[config.mk]
export PLATFORM = sky130hd
export DESIGN_NAME = operand_issue
export DESIGN_NICKNAME = d
export VERILOG_FILES = /design/src/rtl/operand_issue.sv
export SDC_FILE = /design/constraint.sdc
export NUM_CORES = 1
export LEC_CHECK = 0
export BUFFER_PORTS_ARGS = -buffer_cell sky130_fd_sc_hd__buf_4
export CORE_AREA = 4 4 140 142
export DETAILED_ROUTE_END_ITERATION = 10
export DIE_AREA = 0 0 144 146
export PLACE_DENSITY = 0.78
export SYNTH_ARGS = -nofsm -noshare
export SYNTH_HDL_FRONTEND = slang
export SYNTH_SLANG_ARGS = --single-unit
[constraint.sdc]
create_clock -name clk -period 3.49 [get_ports clk]
set_input_delay 0.5235 -clock clk [delete_from_list [all_inputs] [get_ports clk]]
set_output_delay 0.5235 -clock clk [all_outputs]
set_load 0.005 [all_outputs]
[src/rtl/operand_issue.sv]
// Operand issue stage: register file, pending-write scoreboard and a one-deep ALU issue register.
// Define OPERAND_BYPASS_EN to forward a same-cycle writeback into hazard resolution and operands.
module operand_issue #(
  parameter int DATA_W = 16
) (
  input  logic              clk,
  input  logic              rst,
  input  logic              in_valid,
  output logic              in_ready,
  input  logic [2:0]        in_op,
  input  logic [2:0]        in_rs,
  input  logic [2:0]        in_rt,
  input  logic [2:0]        in_rd,
  input  logic              in_use_imm,
  input  logic [DATA_W-1:0] in_imm,
  output logic              alu_valid,
  input  logic              alu_ready,
  output logic [2:0]        alu_control,
  output logic [DATA_W-1:0] alu_a,
  output logic [DATA_W-1:0] alu_b,
  output logic [2:0]        alu_rd,
  input  logic              wb_valid,
  input  logic [2:0]        wb_rd,
  input  logic [DATA_W-1:0] wb_data,
  output logic [7:0]        err_count
);

  localparam logic [2:0] OP_RSVD = 3'b111;

  function automatic logic [7:0] sat_inc(input logic [7:0] v);
    return (v == 8'hFF) ? v : v + 8'd1;
  endfunction

  logic [DATA_W-1:0] rf [8];
  logic [7:0]        pending;
  logic [7:0]        pending_nxt;
  logic [7:0]        pend_eff;
  logic [7:0]        wb_hit;
  logic [7:0]        set_mask;
  logic              hazard;
  logic              accept;
  logic              rsvd;
  logic [DATA_W-1:0] opa_p0;
  logic [DATA_W-1:0] opb_p0;

  logic              vld_p1;
  logic [2:0]        ctrl_p1;
  logic [DATA_W-1:0] a_p1;
  logic [DATA_W-1:0] b_p1;
  logic [2:0]        rd_p1;
  logic [7:0]        err_p1;

  // Decode / hazard / operand read (combinational, stage 0)
  always_comb begin
    wb_hit = '0;
    if (wb_valid && wb_rd != 3'd0) wb_hit = 8'b1 << wb_rd;
`ifdef OPERAND_BYPASS_EN
    pend_eff = pending & ~wb_hit;
    opa_p0   = wb_hit[in_rs] ? wb_data : rf[in_rs];
    opb_p0   = in_use_imm ? in_imm : (wb_hit[in_rt] ? wb_data : rf[in_rt]);
`else
    pend_eff = pending;
    opa_p0   = rf[in_rs];
    opb_p0   = in_use_imm ? in_imm : rf[in_rt];
`endif
    hazard   = pend_eff[in_rs] || (pend_eff[in_rt] && !in_use_imm) || pend_eff[in_rd];
    in_ready = (!vld_p1 || alu_ready) && !hazard && !rst;
    accept   = in_valid && in_ready;
    rsvd     = (in_op == OP_RSVD);
    set_mask = '0;
    if (accept && !rsvd && in_rd != 3'd0) set_mask = 8'b1 << in_rd;
    // An accept setting a bit beats a writeback clearing it on the same edge.
    pending_nxt    = (pending & ~wb_hit) | set_mask;
    pending_nxt[0] = 1'b0;
  end

  // Stage 0 -> stage 1: register file, scoreboard and issue register
  always_ff @(posedge clk) begin
    if (rst) begin
      for (int i = 0; i < 8; i++) rf[i] <= '0;
      pending <= '0;
      vld_p1  <= 1'b0;
      ctrl_p1 <= '0;
      a_p1    <= '0;
      b_p1    <= '0;
      rd_p1   <= '0;
      err_p1  <= '0;
    end else begin
      if (wb_valid && wb_rd != 3'd0) rf[wb_rd] <= wb_data;
      pending <= pending_nxt;
      if (accept && !rsvd) begin
        vld_p1  <= 1'b1;
        ctrl_p1 <= in_op;
        a_p1    <= opa_p0;
        b_p1    <= opb_p0;
        rd_p1   <= in_rd;
      end else if (alu_ready) begin
        vld_p1  <= 1'b0;
      end
      if (accept && rsvd) err_p1 <= sat_inc(err_p1);
    end
  end

  assign alu_valid   = vld_p1;
  assign alu_control = ctrl_p1;
  assign alu_a       = a_p1;
  assign alu_b       = b_p1;
  assign alu_rd      = rd_p1;
  assign err_count   = err_p1;

endmodule

==> summary.md <==
| Metric | Value |
|---|---|
| Sequential Power Share | 51.0% |
| Power Internal | 3.71 mW |
| CP required | 2970 ps |
| Slowest stage delay, CP | 350 ps |
| Final Setup Violations | 0 |
| CTS max path bufs | 2 |
| CP endpoint kind | primary output |
| Wirelength, routed | 22700 microns |
| Asr flop ratio synth | 0% |
| Highest Clock Rate | 397 MHz |
| Flop2flop setup slack | 1280 ps |
| Cells along the critical path | buf_4 -> mux2_4 -> a221oi_4 -> o221a_2 -> and2_1 -> buf_4 |
| Critical-path top delay cell | mux2_4 |
| Area grow syn2layout | 17.5% |
| Worst Path Arrival | 1990 ps |
| Seq/Total Area, Yosys | 54.2% |
| Hold Path End | pend_eff[5]$_SDFF_PP0_ |
| CP max FO | 19 |
| Sw Pwr | 1.21 mW |
| Antenna Nets Post-Route | 0 |
| Slew @ Worst Pin | 664 ps |
| Die height | 146 microns |
| Peak VDD IR | 0.281 mV |
| Largest net degree at the start of global routing | 44 |
| Final min period | 2520 ps |
| Seq cells post-synth | 182 |
| DRT iter0 DRCs | 497 |
| Rel. slew slack | 55.7% |
| Power share of the clock group | 36.2% |
| Antenna cells | 0 |
| H-tree depth | 4 |
| Final Hold Fails | 0 |
| Most used DFF post-synth | edfxtp_1 |
| Most frequent cells in the layout | 128 x edfxtp_1, 125 x buf_4, 114 x and2_1 |
| Clock sinks | 182 |
| Hold depth | 2 |
| First-pass GRT wire length | 34600 microns |
| Die Span X | 144 microns |
| Crit share post-route | 72.2% |
| Die footprint | 21000 sq um |
| Total Routing Usage GR | 21.8% |
| Gpl congestion | 0.841 |
| Avg Vias per Cell | 5.83 |
| Max-slew violations | 0 |
| Most used cell, CP | buf_4 |
| Drc violations | 0 |
| Vias in the first global route | 6123 |
| Most common cell after layout, fill and taps aside | edfxtp_1 |
| Core Area | 18500 sq um |
| Status | finished clean |
| Num CTS Buffers | 17 |
| Switching share of total power | 24.6% |
| Final Net Count | 853 |
| WHS | 359 ps |
| Syn Std Cell Area | 9090 sq um |
| Port-buffer cells | 100 |
| PwrDens | 461 nW/um^2 |
| # Post-CTS Setup Buffers | 0 |
| CP Class | in2out |
| Launch point of the worst reg-to-reg path | pend_eff[1]$_SDFF_PP0_ |
| CTS tree | yes |
| Synth Instances | 694 |
| Clk root buf | clkbuf_16 |
| Number of synthesized flops with an enable pin | 128 |
| HPWL Detailed | 14700 microns |
| Resize count post-CTS | 0 |
| Worst R2R End | err_count[2]$_SDFFE_PP0P_ |
| Clock-pin slew on the worst setup and hold paths | 60 ps |
| R2r worst-path depth | 6 |
| Combinational share of power | 12.8% |
| Filler cells | 1451 |
| Leakage power | 3.92 nW |
| Initial core utilization | 49.3% |
| Clock Skew | 7.26 ps |
| Site Rows | 50 |
| Setup TNS | 0 ps |
| I/O pin cnt | 101 |
| Hold Crit Class | in2reg |
| Synth warn | 0 |
| RSZ-0062 raised after global routing | no |
| Cts hold-fix bufs | 0 |
| Hold Crit Start | in_rd[1] |
| Post-synth cell types | 38 |
| Clock Latency Late Sink | 430 ps |
| Maxcap violations | 0 |
| Vias | 6093 |
| Critical Path Start Type | primary input |
| Routed len/inst | 21.7 microns |
| TritonRoute pass-1 iters | 5 |
| Synth Area per Inst | 13.1 sq um |
| Initial antenna violation count | 0 |
| Remaining global-route overflow | 0 |
| Layout cells sized above 1 | 31.3% |
## cell type report
class | count | area (sq um) | share of cell area, %
multi-input cells | 459 | 3930 | 36.8
repair buffers | 125 | 938 | 8.78
clock inverters | 11 | 73.8 | 0.691
clock buffers | 21 | 472 | 4.42
well taps | 234 | 293 | 2.74
flip-flops and latches | 182 | 4920 | 46.1
inverters | 14 | 52.6 | 0.492
## synth_stat cells, types with 4 or more instances
master / n / area [sq um]
edfxtp_1: 128 / 3840
and2_1: 114 / 713
mux4_2: 66 / 1490
o21ai_0: 60 / 300
dfxtp_1: 54 / 1080
a21oi_1: 42 / 210
nand3_1: 42 / 210
clkbuf_1: 34 / 128
nand2_1: 23 / 86.3
mux2_2: 20 / 225
mux2i_1: 19 / 190
inv_1: 14 / 52.6
buf_2: 11 / 55.1
buf_1: 5 / 18.8
nand2b_1: 5 / 31.3
nor2_1: 5 / 18.8
nor3_1: 5 / 25.0
o22ai_1: 5 / 31.3
o31ai_1: 5 / 37.5
or3_1: 5 / 31.3
buf_6: 4 / 45.0
o221a_2: 4 / 45.0
## sequential cells by signal, indices dropped and copies added, names as in the netlist
signal and count:
alu_valid 1, err_count 8, alu_control 3, alu_rd 3, alu_b 16, alu_a 16, pend_eff 7, rf 128
## how the worst max path moves through the flow
stage               cells past startpoint  slack [ps]                        end      from
floorplan                               7         980                   in_ready  in_rt[1]
global placement                        7         760  err_count[2]$_SDFFE_PP0P_  in_rt[1]
detailed placement                      7         740  err_count[2]$_SDFFE_PP0P_  in_rt[1]
CTS                                     6         970                   in_ready  in_rt[1]
global route                            6         890                   in_ready  in_rt[1]
finish                                  6         970                   in_ready  in_rt[1]
## power groups by stage
stage                     sequential (mW)  clock [mW]  combinational, mW
after detailed placement             2.55           0              0.625
after floorplan                      2.53           0              0.397
final                                2.51        1.78              0.630
after global routing                 2.52        1.90              0.678
after global placement               2.54           0              0.614
after CTS                            2.51        1.81              0.630
## cell families after synthesis
family	share of synthesized area, %
AND/OR/NAND/NOR	13.1
other	0.0412
buffers and inverters	3.29
multiplexers	21.1
adder cells (fa/ha/maj)	0.138
flip-flops	54.2
AO/OA/AOI/OAI	8.20
## stage by stage
step	area, sq um	total power [mW]	setup slack [ps]	utilization, %	std cells
floorplan	9150	2.93	981	-	709
global placement	10100	3.15	763	54.9	1014
detailed placement	10100	3.18	737	54.9	1014
CTS	10700	4.94	970	57.9	1046
global route	10700	5.10	894	57.9	1046
finish	10700	4.93	972	57.9	1046
## critical path: cells and delay by family
| family | cells | cell delay (ps) |
|---|---|---|
| buffers and inverters | 2 | 440 |
| AOI/OAI and AO/OA | 2 | 560 |
| muxes | 1 | 350 |
| and+or+nand+nor | 1 | 120 |
## routing by layer
layer | track usage [%] | wire length (microns) | vias to the layer above
li1 | - | - | 2831
met1 | 28.6 | 9330 | 2983
met2 | 36.2 | 11500 | 246
met3 | 5.39 | 1490 | 33
met4 | 6.07 | 379 | 0
met5 | 0 | 0 | -
Note: power is estimated with default switching activity, not from simulation.
